===== config.mk =====
export PLATFORM = sky130hd
export DESIGN_NAME = pipe_if_stage
export DESIGN_NICKNAME = d
export VERILOG_FILES = /design/src/rtl/pipe_if_stage.sv
export SDC_FILE = /design/constraint.sdc
export NUM_CORES = 1
export LEC_CHECK = 0
export CAP_MARGIN = 20
export CORE_MARGIN = 3
export CORE_UTILIZATION = 48
export CTS_CLUSTER_SIZE = 20
export DETAILED_ROUTE_END_ITERATION = 16
export PLACE_DENSITY = 0.79
export SKIP_CTS_REPAIR_TIMING = 1
export SLEW_MARGIN = 20
export SYNTH_ARGS = -nofsm -noshare
export SYNTH_HDL_FRONTEND = slang
export SYNTH_SLANG_ARGS = --single-unit
export TNS_END_PERCENT = 20

===== constraint.sdc =====
create_clock -name clk -period 6.8 [get_ports clk]
set_input_delay 1.02 -clock clk [delete_from_list [all_inputs] [get_ports clk]]
set_output_delay 1.02 -clock clk [all_outputs]
set_load 0.01 [all_outputs]

===== src/rtl/pipe_if_stage.sv =====
`timescale 1ns/1ps
// Instruction-fetch stage: PC, single-outstanding req/gnt/rvalid fetch, redirect with wrong-path kill,
// and an IF/ID slot held under stall. Define IF_PERF_CNT_EN to build the delivered/killed counters.
module pipe_if_stage #(
    parameter int unsigned     XLEN     = 32,
    parameter logic [XLEN-1:0] RESET_PC = '0,
    parameter int unsigned     PC_STEP  = 4
) (
    input  logic            clk,
    input  logic            rst,
    input  logic            stall_i,
    input  logic            redirect_i,
    input  logic [XLEN-1:0] redirect_pc_i,
    output logic            imem_req_o,
    output logic [XLEN-1:0] imem_addr_o,
    input  logic            imem_gnt_i,
    input  logic            imem_rvalid_i,
    input  logic [31:0]     imem_rdata_i,
    output logic            if_valid_o,
    output logic [XLEN-1:0] if_pc_o,
    output logic [31:0]     if_inst_o,
    output logic [XLEN-1:0] if_npc_o,
    output logic [31:0]     perf_fetch_o,
    output logic [31:0]     perf_kill_o
);

    typedef enum logic [1:0] {StReq, StWait, StHold} state_e;

    localparam logic [XLEN-1:0] Step      = XLEN'(PC_STEP);
    localparam logic [XLEN-1:0] AlignMask = {{(XLEN-2){1'b1}}, 2'b00};

    state_e          state_q, state_d;
    logic [XLEN-1:0] pc_q, pc_d;
    logic [XLEN-1:0] fetch_pc_q, fetch_pc_d;
    logic            kill_q, kill_d;
    logic [31:0]     hold_inst_q, hold_inst_d;
    logic            valid_q, valid_d;
    logic [XLEN-1:0] slot_pc_q, slot_pc_d;
    logic [31:0]     slot_inst_q, slot_inst_d;
    logic [XLEN-1:0] slot_npc_q, slot_npc_d;
    logic            slot_free;

    always_ff @(posedge clk or posedge rst) begin
        if (rst) begin
            state_q     <= StReq;
            pc_q        <= RESET_PC;
            fetch_pc_q  <= '0;
            kill_q      <= 1'b0;
            hold_inst_q <= '0;
            valid_q     <= 1'b0;
            slot_pc_q   <= '0;
            slot_inst_q <= '0;
            slot_npc_q  <= '0;
        end else begin
            state_q     <= state_d;
            pc_q        <= pc_d;
            fetch_pc_q  <= fetch_pc_d;
            kill_q      <= kill_d;
            hold_inst_q <= hold_inst_d;
            valid_q     <= valid_d;
            slot_pc_q   <= slot_pc_d;
            slot_inst_q <= slot_inst_d;
            slot_npc_q  <= slot_npc_d;
        end
    end

    always_comb begin
        state_d     = state_q;
        pc_d        = pc_q;
        fetch_pc_d  = fetch_pc_q;
        kill_d      = kill_q;
        hold_inst_d = hold_inst_q;
        valid_d     = valid_q;
        slot_pc_d   = slot_pc_q;
        slot_inst_d = slot_inst_q;
        slot_npc_d  = slot_npc_q;
        slot_free   = !valid_q || !stall_i;

        // A consumed slot empties unless refilled below.
        if (slot_free) valid_d = 1'b0;

        case (state_q)
            StReq: begin
                if (imem_gnt_i) begin
                    fetch_pc_d = pc_q;
                    pc_d       = pc_q + Step;
                    state_d    = StWait;
                end
            end
            StWait: begin
                if (imem_rvalid_i) begin
                    if (kill_q) begin
                        kill_d  = 1'b0;
                        state_d = StReq;
                    end else if (slot_free) begin
                        valid_d     = 1'b1;
                        slot_pc_d   = fetch_pc_q;
                        slot_inst_d = imem_rdata_i;
                        slot_npc_d  = fetch_pc_q + Step;
                        state_d     = StReq;
                    end else begin
                        hold_inst_d = imem_rdata_i;
                        state_d     = StHold;
                    end
                end
            end
            StHold: begin
                if (!stall_i) begin
                    valid_d     = 1'b1;
                    slot_pc_d   = fetch_pc_q;
                    slot_inst_d = hold_inst_q;
                    slot_npc_d  = fetch_pc_q + Step;
                    state_d     = StReq;
                end
            end
            default: state_d = StReq;
        endcase

        // Redirect overrides everything above; an in-flight request becomes wrong-path.
        if (redirect_i) begin
            pc_d    = redirect_pc_i & AlignMask;
            valid_d = 1'b0;
            case (state_q)
                StReq: begin
                    state_d = imem_gnt_i ? StWait : StReq;
                    kill_d  = imem_gnt_i;
                end
                StWait: begin
                    state_d = imem_rvalid_i ? StReq : StWait;
                    kill_d  = !imem_rvalid_i;
                end
                default: begin
                    state_d = StReq;
                    kill_d  = 1'b0;
                end
            endcase
        end
    end

    always_comb begin
        imem_req_o  = (state_q == StReq);
        imem_addr_o = pc_q;
        if_valid_o  = valid_q;
        if_pc_o     = slot_pc_q;
        if_inst_o   = slot_inst_q;
        if_npc_o    = slot_npc_q;
    end

`ifdef IF_PERF_CNT_EN
    logic        resp_drop;
    logic [31:0] fetch_cnt_q;
    logic [31:0] kill_cnt_q;

    assign resp_drop = (state_q == StWait) && imem_rvalid_i && (kill_q || redirect_i);

    always_ff @(posedge clk or posedge rst) begin
        if (rst) begin
            fetch_cnt_q <= '0;
            kill_cnt_q  <= '0;
        end else begin
            if (valid_q && !stall_i && !redirect_i) fetch_cnt_q <= fetch_cnt_q + 32'd1;
            if (resp_drop) kill_cnt_q <= kill_cnt_q + 32'd1;
        end
    end

    assign perf_fetch_o = fetch_cnt_q;
    assign perf_kill_o  = kill_cnt_q;
`else
    assign perf_fetch_o = 32'h0;
    assign perf_kill_o  = 32'h0;
`endif

endmodule


# Word-level counts from Yosys, hierarchy flattened
# Index checks and enable logic that the tools add are counted.
totals:
  input_bits: 70
  rom_bits: 0
  register_bits: 196
  latch_bits: 0
  memories: 0
  ram_bits: 0
  output_inout_bits: 194
  word_cells: 77
classes:
  n_bitwise: 2
  mux: 39
  n_div: 0
  addsub: 2
  n_reduce_logical: 16
  n_eq_ne: 9
  n_mul: 0
  n_shift: 0
  n_lt_le_gt_ge: 0
ops:
  columns: ["operator", "n"]
  rows:
  - ["2-to-1 mux 32 bit", 15]
  - ["case mux 32 bit (2 select lines)", 3]
  - ["adder 32 x 3 -> 32 bit (second input constant)", 2]
  - ["2-to-1 mux 2 bit", 6]
  - ["2-to-1 mux 1 bit", 11]
  - ["nonzero test 2 bit", 5]
  - ["!= test 2 bit (second input constant)", 4]
  - ["!= test 3 bit (second input constant)", 2]
  - ["case mux 1 bit (2 select lines)", 3]
  - ["case mux 2 bit (3 select lines)", 1]
  - ["AND reduction 2 bit", 3]
  - ["AND reduction 5 bit", 1]
  - ["AND reduction 4 bit", 1]
  - ["logical NOT 1 bit", 3]
  - ["!= test 3 x 2 -> 1 bit (second input constant)", 1]
  - ["AND reduction 3 bit", 1]
  - ["== test 2 x 1 -> 1 bit (second input constant)", 1]
  - ["== test 2 bit (second input constant)", 1]
  - ["logical NOT 2 bit", 1]
  - ["inverter 1 bit", 2]
  - ["logical OR 1 bit", 1]

# Logic depth before layout (Yosys ltp)
depth:
  word_depth: 8
  depth_mapped: 9
  ltp_nobuf: 6

# Least setup slack after synthesis
# OpenSTA, ideal clock, no wires.
synth_timing:
  path_type: "input -> register"
  startpoint: "input imem_gnt_i"
  endpoint: "register pc_q[29] (netlist: imem_addr_o[29])"
  n_path_buf: 1
  path_stages: 5
  setup_time_ns: 0.082
  path_slack_ns: 4.378
  arrival_time_ns: 2.340
  required_ns: 6.718
  path_cell_list: "and4_1 clkbuf_1 nand4_1 or4_1 a31oi_1"
synth_between:
  elab_chain_cells: 2
synth_lines:
  columns: ["item", "line", "rtl"]
  rows:
  - ["start: declaration", "16", "input logic imem_gnt_i,"]
  - ["nonzero test 2 bit (no line)", null, null]
  - ["AND reduction 2 bit (no line)", null, null]
  - ["end signal: assignment", "56", "pc_q <= pc_d;"]
  - ["end: declaration", "33", "logic [XLEN-1:0] pc_q, pc_d;"]
# No other way between the ends.
# A chain may end at the register's enable or synchronous reset.

# Worst setup path after layout
layout_timing:
  startpoint: "input stall_i"
  endpoint: "register slot_npc_q[28] (netlist: if_npc_o[28])"
layout_between:
  elab_chain_cells: 4
  word_cells_on_any_way: 5
  cone_classes: "eq/ne (2); reduce/logical (3)"
layout_lines:
  columns: ["item", "line", "rtl"]
  rows:
  - ["start: declaration", "11", "input logic stall_i,"]
  - ["logical NOT 1 bit", null, null]
  - ["logical OR 1 bit", "77", "slot_free = !valid_q || !stall_i;"]
  - ["!= test 2 bit (no line)", null, null]
  - ["AND reduction 5 bit (no line) (*)", null, null]
  - ["end signal: assignment", "63", "slot_npc_q <= slot_npc_d;"]
  - ["end: declaration", "40", "logic [XLEN-1:0] slot_npc_q, slot_npc_d;"]
# Every way passes the cells marked *; elsewhere a longest branch is shown, timed or not.

==> impl_metrics.toml <==
[detailed_routing]
routed_via_count_divided_by_cell_count = 5.36
routed.top_layer = "met4"
first_pass_iters = 6
dr.first_iter.drc_count = 528
met2_length_mm = 10.3
antenna_left = 0
dr_total_vias = 7278
routedLengthMet1_mm = 10.3
wl_met3_mm = 1.19
drt_drc_violations_left = 0
post_drt_wl_per_cell_um = 16.3
totalWireLength_mm = 22.2

[clock_network]
cts_sinks = 188
max-clock-path-buffers = 2
master_cell_of_the_clock_root_buffer = "sky130_fd_sc_hd__clkbuf_16"
cts_inserted_buffers = 17
cts_tree = "yes"
cts_max_level = 4
clkLatencyLatePin_ns = 0.42
clk_transition_reported_paths_ns = 0.06

[pwr]
cellLeakagePower_uw = 0.00509
powerDensity_nw_per_um2 = 390
report.power.total_uw = 4500
max-vdd-ir-drop_v = 0.000207

[global_routing]
grt.total_usage_pct = 21.6
grt_first_pass_wirelength_mm = 35.7
number_of_antenna_violations_at_the_first_check_in_global_routing = 0
largest_net_degree_at_the_start_of_global_routing = 83
overflow_after_grt = 0
first_global_vias = 6778

[status]
status = "finished, final reports clean"

[yosys]
synth_seq_cells = 188
synth_async_reset_ratio_pct = 100
synth-main-ff-cell = "sky130_fd_sc_hd__dfrtp_1"
combined_area_of_all_synthesized_cells_um2 = 9110
synth-seq-area-share_pct = 51.6
synth_cells = 957
syn_area_per_cell_um2 = 9.52
synth-edff-count = 0
yosysWarningCount = 0
synth_cell_type_count = 45

[worst_setup_path]
crit_arrival_ns = 3.54
wp_data_required_ns = 7.14
start_kind = "input pin"
critical_path_class = "input pin to flip-flop"
crit_path_max_fanout = 66
end_kind = "flip-flop"

[cells_and_area]
final_nets = 1194
layout-area-overhead-vs-synth_pct = 26.6
final-seq-area_um2 = 4700
layout_commonest_cell = "sky130_fd_sc_hd__nand2_1"
final.fill_count = 1529
antenna_cells = 0
final_layout_size_suffix_gt1_share_pct = 6.81
final_cell_mix = "sky130_fd_sc_hd__nand2_1, sky130_fd_sc_hd__clkdlybuf4s50_1, sky130_fd_sc_hd__dfrtp_1, sky130_fd_sc_hd__o21ai_0, sky130_fd_sc_hd__conb_1"
multi_input_area_um2 = 3890

[timing]
period_needed_ns = 3.21
final.period_utilization_pct = 47.1
slew_headroom_pct = 36.7
endpoints_failing_setup = 0
grt_setup_unrepaired = "no"
final-max-slew-violation-count = 0
worst-slew-pin-transition_ns = 0.947
fmaxAchievable_ghz = 0.312
setup-tns-final_ns = 0
finClkSkew_ns = 0.00832
postLayoutSetupSlackWorst_ns = 3.59
hold_vio_cnt_final = 0

[floorplan]
ios = 264
effective_utilization_at_floorplan_pct = 49.9
row_count = 49
die_area_um2 = 20700
die_height_um = 144
core_region_area_um2 = 18300
fp.dieW_um = 144

[job]
max-cap-violations = 0

[min_path]
min_path_type = "flip-flop to flip-flop"

[placement]
port_buffers = 191
detailedPlacementHpwl_mm = 15.7
gp_routability_congestion = 0.832
post-place-ws_ns = 2.90
per-layer routing:
metal / GRT usage (%) / up-vias
li1: - / 3495
met1: 31.4 / 3503
met2: 33.3 / 255
met3: 3.96 / 25
met4: 6.34 / 0
met5: 0 / -
Yosys cell counts, drive strengths merged, types with 2 or more instances:
library cell	number	share of area [%]
o211ai	5	0.41
mux2i	34	3.7
ha	5	0.69
dfrtp	188	52
nor2	37	1.5
mux2	32	4.0
o32a	2	0.22
o31ai	22	1.8
and4	11	1.1
inv	16	0.66
and2	2	0.14
nand3	27	1.5
a221oi	3	0.29
o21a	2	0.16
a31oi	26	1.8
and3	3	0.21
nand2	249	10
or2	2	0.14
o21ai	70	3.8
clkbuf	44	1.8
xor2	15	1.4
a21oi	3	0.16
or3	6	0.41
nor3	4	0.22
buf	81	6.4
a311o	2	0.22
xnor2	8	0.77
nand4	20	1.4
or4	29	2.4
area by class of cell:
| cell class | count | share of cell area [%] |
|---|---|---|
| repair buffers | 199 | 17.1 |
| clock buffers | 19 | 3.84 |
| flip-flops and latches | 188 | 40.8 |
| inverters | 16 | 0.564 |
| multi-input cells | 697 | 33.7 |
| well taps | 229 | 2.48 |
| clock inverters | 11 | 1.46 |
through the flow:
stage / cell area [µm²] / util (%) / hold slack [ns] / cells
final: 11500 / 63.1 / 0.466 / 1359
after global routing: 11500 / 63.1 / 0.496 / 1359
after CTS: 11500 / 63.1 / 0.474 / 1359
after detailed placement: 10900 / 59.7 / 0.461 / 1329
after global placement: 10900 / 59.7 / 0.454 / 1329
after floorplan: 9370 / - / 0.475 / 1026
flip-flops by register name, summed over array words and instances, names as in the netlist:
signal	count
if_inst_o	32
if_pc_o	30
imem_addr_o	30
state_q	2
kill_q	1
hold_inst_q	32
if_valid_o	1
fetch_pc_q	30
if_npc_o	30
worst paths after layout:
| check | from | cells after the start | endpoint | slack, ns |
|---|---|---|---|---|
| min in group asynchronous | rst | 2 | if_pc_o[9] | 1.09 |
| setup reg to reg | state_q[0] | 7 | if_npc_o[28] | 3.86 |
| hold reg to reg | if_npc_o[3] | 2 | if_npc_o[3] | 0.47 |
| max in group asynchronous | rst | 3 | imem_addr_o[14] | 4.36 |
| hold / removal | if_npc_o[3] | 2 | if_npc_o[3] | 0.47 |
| setup / recovery | stall_i | 6 | if_npc_o[28] | 3.59 |
cell families (layout without fill, tap and decap cells):
logic type,Yosys count,in the layout,synth area share [%]
compound gates,138,138,9.18
xor+xnor,23,23,2.21
fa+ha+maj,5,5,0.687
buf+inv,141,245,8.85
flops,188,188,51.6
mux,66,66,7.69
other cells,1,70,0.0412
simple gates,395,395,19.7
report_power, final:
group          switching, µW  internal [µW]  total, µW
Clock                    415            622       1040
Sequential               406           1570       1970
Combinational            698            793       1490
Total                   1520           2980       4500
critical path, stage by stage:
cell                              delay [ns]
sky130_fd_sc_hd__clkdlybuf4s50_1        0.57
sky130_fd_sc_hd__o21a_1                 0.24
sky130_fd_sc_hd__o32a_4                 0.62
sky130_fd_sc_hd__buf_4                  0.41
sky130_fd_sc_hd__or4_1                  0.55
sky130_fd_sc_hd__o211ai_1               0.10
No activity file was read; power rests on OpenSTA's default activity.
